`src/rtl/sdram_host_arbiter.sv`:
```
// Purpose : two-client (A/B) single-outstanding arbiter in front of an SDRAM controller.
// Latency : req->ack/host cmd 1 cycle from IDLE; host_rd_valid->rvalid 1 cycle.
// Backpres: clients hold req until ack; nothing issues while host_busy=1 or a command is in flight.
//
// Ports:
//   clk_sys, rst                        clock (rising edge), async active-high reset
//   a_*/b_* req, we, addr, wdata        client request side (inputs)
//   a_*/b_* ack, rvalid, rdata          client response side (outputs, registered)
//   host_wr_req, host_rd_req            one-cycle command pulses to the controller
//   host_addr, host_data_in             command address / write data, held until next grant
//   host_busy, host_rd_valid,
//   host_data_out                       controller status and read return
//   timeout_err                         sticky abort flag
module sdram_host_arbiter #(
    parameter int ROUND_ROBIN = 1,
    parameter int TIMEOUT     = 255
) (
    input  logic        clk_sys,
    input  logic        rst,

    input  logic        a_req,
    input  logic        a_we,
    input  logic [23:0] a_addr,
    input  logic [15:0] a_wdata,
    output logic        a_ack,
    output logic        a_rvalid,
    output logic [15:0] a_rdata,

    input  logic        b_req,
    input  logic        b_we,
    input  logic [23:0] b_addr,
    input  logic [15:0] b_wdata,
    output logic        b_ack,
    output logic        b_rvalid,
    output logic [15:0] b_rdata,

    output logic        host_wr_req,
    output logic        host_rd_req,
    output logic [23:0] host_addr,
    output logic [15:0] host_data_in,
    input  logic        host_busy,
    input  logic        host_rd_valid,
    input  logic [15:0] host_data_out,

    output logic        timeout_err
);

    // Counter is at least 8 bits and wide enough to hold TIMEOUT.
    localparam int CW_RAW = $clog2(TIMEOUT + 1);
    localparam int CW     = (CW_RAW < 8) ? 8 : CW_RAW;
    // The counter reads 0 on the first cycle of a wait state, so the
    // TIMEOUT-th cycle spent there is the one where it equals TIMEOUT-1.
    localparam logic [CW-1:0] CNT_LAST = CW'((TIMEOUT > 0) ? TIMEOUT - 1 : 0);
    localparam logic [15:0]   ABORT_DATA = 16'hDEAD;

    typedef enum logic [1:0] {
        IDLE      = 2'd0,
        ISSUE     = 2'd1,
        WAIT_BUSY = 2'd2,
        WAIT_DONE = 2'd3
    } state_t;

    state_t        state;
    logic          cur_we;     // granted command is a write
    logic          cur_b;      // granted port is B
    logic          last_b;     // last grant went to B; reset value 0 makes B win first
    logic          rd_done;    // read data already returned for this command
    logic [CW-1:0] cnt;

    logic          pick_b;
    logic          sel_we;
    logic [23:0]   sel_addr;
    logic [15:0]   sel_wdata;
    logic          cnt_expired;
    logic          rd_capture;
    logic          rd_abort;
    logic [15:0]   rd_word;

    always_comb begin
        // B wins when alone, when round robin is off, or when A was served last.
        pick_b    = b_req && (!a_req || (ROUND_ROBIN == 0) || !last_b);
        sel_we    = pick_b ? b_we    : a_we;
        sel_addr  = pick_b ? b_addr  : a_addr;
        sel_wdata = pick_b ? b_wdata : a_wdata;

        cnt_expired = (cnt == CNT_LAST);

        // Only the first host_rd_valid of a read in WAIT_DONE is delivered;
        // returns during writes or in other states are dropped.
        rd_capture = (state == WAIT_DONE) && !cur_we && host_rd_valid && !rd_done;

        // A read that times out before any data arrived still owes its client
        // one rvalid, carrying the abort marker.
        rd_abort = !cur_we && cnt_expired &&
                   (((state == WAIT_BUSY) && !host_busy) ||
                    ((state == WAIT_DONE) && !rd_done && !host_rd_valid));

        rd_word = rd_capture ? host_data_out : ABORT_DATA;
    end

    always_ff @(posedge clk_sys or posedge rst) begin
        if (rst) begin
            state        <= IDLE;
            cur_we       <= 1'b0;
            cur_b        <= 1'b0;
            last_b       <= 1'b0;
            rd_done      <= 1'b0;
            cnt          <= '0;
            a_ack        <= 1'b0;
            b_ack        <= 1'b0;
            a_rvalid     <= 1'b0;
            b_rvalid     <= 1'b0;
            a_rdata      <= 16'h0000;
            b_rdata      <= 16'h0000;
            host_wr_req  <= 1'b0;
            host_rd_req  <= 1'b0;
            host_addr    <= 24'h000000;
            host_data_in <= 16'h0000;
            timeout_err  <= 1'b0;
        end else begin
            // All pulse outputs default low; they are set for exactly one cycle below.
            a_ack       <= 1'b0;
            b_ack       <= 1'b0;
            a_rvalid    <= 1'b0;
            b_rvalid    <= 1'b0;
            host_wr_req <= 1'b0;
            host_rd_req <= 1'b0;

            case (state)
                IDLE: begin
                    // Requests are sampled live: one dropped before this point is never served.
                    if (!host_busy && (a_req || b_req)) begin
                        cur_b        <= pick_b;
                        last_b       <= pick_b;
                        cur_we       <= sel_we;
                        host_addr    <= sel_addr;
                        host_data_in <= sel_wdata;
                        // Command pulse and ack are registered here so they are
                        // both high during the single ISSUE cycle.
                        host_wr_req  <= sel_we;
                        host_rd_req  <= !sel_we;
                        a_ack        <= !pick_b;
                        b_ack        <= pick_b;
                        rd_done      <= 1'b0;
                        state        <= ISSUE;
                    end
                end

                ISSUE: begin
                    cnt   <= '0;
                    state <= WAIT_BUSY;
                end

                WAIT_BUSY: begin
                    if (host_busy) begin
                        cnt   <= '0;
                        state <= WAIT_DONE;
                    end else if (cnt_expired) begin
                        timeout_err <= 1'b1;
                        state       <= IDLE;
                    end else begin
                        cnt <= cnt + 1'b1;
                    end
                end

                WAIT_DONE: begin
                    if (cur_we) begin
                        if (!host_busy) begin
                            state <= IDLE;
                        end else if (cnt_expired) begin
                            timeout_err <= 1'b1;
                            state       <= IDLE;
                        end else begin
                            cnt <= cnt + 1'b1;
                        end
                    end else begin
                        if (rd_capture) begin
                            rd_done <= 1'b1;
                        end
                        // Data returning in the same cycle busy drops completes at once.
                        if ((rd_done || host_rd_valid) && !host_busy) begin
                            state <= IDLE;
                        end else if (cnt_expired) begin
                            timeout_err <= 1'b1;
                            state       <= IDLE;
                        end else begin
                            cnt <= cnt + 1'b1;
                        end
                    end
                end

                default: begin
                    state <= IDLE;
                end
            endcase

            // Read return path: only the granted port's rdata/rvalid change.
            if (rd_capture || rd_abort) begin
                if (cur_b) begin
                    b_rdata  <= rd_word;
                    b_rvalid <= 1'b1;
                end else begin
                    a_rdata  <= rd_word;
                    a_rvalid <= 1'b1;
                end
            end
        end
    end

endmodule
```
`config.mk`:
```
export PLATFORM = sky130hd
export DESIGN_NAME = sdram_host_arbiter
export DESIGN_NICKNAME = d
export VERILOG_FILES = /design/src/rtl/sdram_host_arbiter.sv
export SDC_FILE = /design/constraint.sdc
export NUM_CORES = 1
export LEC_CHECK = 0
export BUFFER_PORTS_ARGS = -buffer_cell sky130_fd_sc_hd__buf_4
export CORE_MARGIN = 1
export CORE_UTILIZATION = 23
export DETAILED_ROUTE_END_ITERATION = 10
export SLEW_MARGIN = 20
export SYNTH_ARGS = -nofsm -noshare
export SYNTH_HDL_FRONTEND = slang
export SYNTH_SLANG_ARGS = --single-unit
```
`constraint.sdc`:
```
create_clock -name clk_sys -period 3.6 [get_ports clk_sys]
set_input_delay 0.36 -clock clk_sys [delete_from_list [all_inputs] [get_ports clk_sys]]
set_output_delay 0.36 -clock clk_sys [all_outputs]
set_load 0.01 [all_outputs]
```
==> qor.yml <==
setup_path:
  arrival_ns: 2.37
  crit_chain: "and4bb_2 > nand3_1 > o21a_1 > inv_2 > o22a_1"
  start_kind: "register"
  critPathCaptureType: "register"
  critical_path.max_fanout: 12
  critPathSlowestCell: "dfrtp_1"
  cp_data_required_time_ns: 3.88
  critPathMaxStageDelay_ns: 0.56
  worstSetupPathType: "register to register"
synth:
  syn-cell-area_um2: 3970
  ys_warn_count: 0
  syn-num-nets: 454
  avgSynthCellArea_um2: 11.4
  synthCells: 348
  yosysUniqueCellTypes: 41
  synth_seq_cells: 92
  ys_seq_area_frac: 0.580
floorplanning:
  num_rows: 47
  die_y_um: 133
  die_w_um: 133
  coreArea_um2: 16700
  start_util: 0.238
  die_area_um2: 17800
  ios: 183
timing:
  relSlewSlack: 0.557
  finClkSkew_ns: 0.00968
  min_period_over_period: 0.579
  setup-violations-final: 0
  worstMarginPinSlew_ns: 0.664
  grt_setup_unrepaired: "no"
  min_period_ns: 2.09
  slew_violations: 0
  setup_tns_ns: 0
  hold_viol: 0
  max_freq_mhz: 479
clocking:
  ctsHtreeMaxLevel: 3
  post_cts_buffers: 0
  clk_pin_slew_worst_paths_ns: 0.07
  cts_sinks: 92
  numCtsBuffers: 9
  cts-resized-gates: 0
  worstSkewPairLatency_ns: 0.34
  tritoncts: "yes"
  cts.path.max_buffers: 2
  cts_root_buf: "clkbuf_16"
  hold_buffers: 0
placed_design:
  dp_hpwl_um: 8270
  gp_congestion: 0.770
  postPlaceCellArea_um2: 5560
  port_buffers: 182
power_and_ir_drop:
  peakVddDrop_v: 0.000269
  p_leak_uw: 0.00293
  p_per_area_nw_per_um2: 725
final_layout:
  n_antenna_cell: 0
  fin_area_um2: 5850
  drive_gt1_frac: 0.402
  syn_to_final_growth_pct: 47.2
  final_cell_mix: "buf_4 (187), dfrtp_1 (92), nand2_1 (45)"
  final_nets: 631
  fill_cells: 1711
  mostFrequentLayoutCell: "buf_4"
drt:
  drcViolationCount: 0
  totalWireLength_um: 10800
  vias_per_cell: 4.48
  dr_total_vias: 3360
  antenna_left: 0
  firstDrtPassIters: 4
  drt_iter0_markers: 161
  wl_per_cell_um: 14.5
run_status:
  status: "finished clean"
flow_run:
  max-cap-violations: 0
worst_hold_path:
  min_path_type: "input pin to async pin"
grt:
  grt_pass1_wl_um: 17400
  grt_pass1_vias: 3443
  gr-total-overflow: 0
  track_usage: 0.126
  antenna_found_initial: 0
  grt_max_degree: 83
[worst max-delay path, delay by kind of cell (launching register included)]
family | cells | cell delay (ns)
simple gates | 2 | 0.72
flops | 1 | 0.56
compound gates | 2 | 0.52
buf+inv | 1 | 0.21
[sequential cells by signal (all words and copies together), names as in the netlist]
register	flops
state	2
host_data_in	16
host_rd_req	1
host_wr_req	1
b_ack	1
cur_we	1
last_b	1
a_rvalid	1
b_rdata	16
timeout_err	1
host_addr	24
cnt	8
a_ack	1
b_rvalid	1
a_rdata	16
rd_done	1
[Yosys cell counts]
library cell,instances,share of area
o22a_1,23,0.051
clkbuf_1,11,0.010
o22ai_1,1,0.0016
a31o_2,4,0.0088
a22o_1,11,0.024
o2bb2ai_1,1,0.0022
o2111ai_1,1,0.0022
and4_1,2,0.0044
o31ai_1,2,0.0038
o21a_1,2,0.0038
o2111a_1,1,0.0028
o211ai_1,1,0.0019
and2_1,2,0.0032
inv_2,2,0.0019
o21ai_0,41,0.052
nand4_1,3,0.0047
o21ai_1,1,0.0013
or3_1,2,0.0032
dfrtp_1,92,0.58
nor3b_1,1,0.0019
a21boi_0,1,0.0019
a21oi_1,11,0.014
a41o_1,2,0.0050
nor2b_1,2,0.0032
buf_6,2,0.0057
nor2_1,5,0.0047
mux2i_1,41,0.10
inv_1,6,0.0057
nor2_2,1,0.0016
nand2_1,45,0.043
buf_2,8,0.010
and4bb_2,1,0.0032
a31oi_2,1,0.0032
nor3_1,1,0.0013
a41oi_1,2,0.0044
a21o_1,1,0.0019
a31oi_1,2,0.0032
ha_1,2,0.0063
and3_1,3,0.0047
o211a_1,1,0.0025
nand3_1,6,0.0076
[kinds of logic (layout without fill, tap and decap cells)]
| logic type | after synthesis | count (layout) | synth area share |
|---|---|---|---|
| compound gates | 110 | 110 | 0.191 |
| flops | 92 | 92 | 0.580 |
| simple gates | 74 | 74 | 0.0860 |
| mux | 41 | 41 | 0.103 |
| buf+inv | 29 | 211 | 0.0337 |
| fa+ha+maj | 2 | 2 | 0.00630 |
[where the power goes]
group          leakage, µW  internal (µW)  switching [µW]  total (µW)
clock             0.000142            496             415         912
combinational      0.00163            846             726        1570
sequential         0.00115           1450             309        1760
total              0.00293           2790            1450        4240
[per-stage QoR]
stage          std cells  power (µW)   util  hold slack, ns  setup WS (ns)
2_1_floorplan        348        2490      -           0.493          0.848
3_3_place_gp         734        3330  0.333           0.452           1.67
3_5_place_dp         734        3370  0.333           0.461           1.54
4_1_cts              750        4310  0.350          0.0878           1.51
5_1_grt              750        4530  0.350           0.112           1.40
6_report             750        4240  0.350          0.0776           1.51
[layout make-up]
type | count | area, µm² | share of cell area
Clock buffer | 11 | 243 | 0.0415
Sequential cell | 92 | 2300 | 0.394
Multi-Input combinational cell | 227 | 1550 | 0.265
Timing Repair Buffer | 187 | 1400 | 0.240
Inverter | 8 | 32.5 | 0.00557
Clock inverter | 5 | 42.5 | 0.00728
Tap cell | 220 | 275 | 0.0471
[worst paths after layout]
kind	start	slack (ns)	to	cells after the start
min	rst	0.08	b_rdata[7]	2
max in group asynchronous	rst	2.77	host_addr[4]	3
max	state[0]	1.51	b_rdata[11]	5
min in group clk_sys	host_data_out[1]	0.25	b_rdata[1]	2
min reg2reg	timeout_err	0.47	timeout_err	2
max reg2reg	state[0]	1.51	b_rdata[11]	5
[per-layer routing]
layer,global-route usage,vias up,share of wire
li1,-,1624,-
met1,0.145,1614,0.40
met2,0.223,113,0.52
met3,0.0365,9,0.068
met4,0.0417,0,0.010
met5,0,-,0
Power figures use the tool's default switching activity.
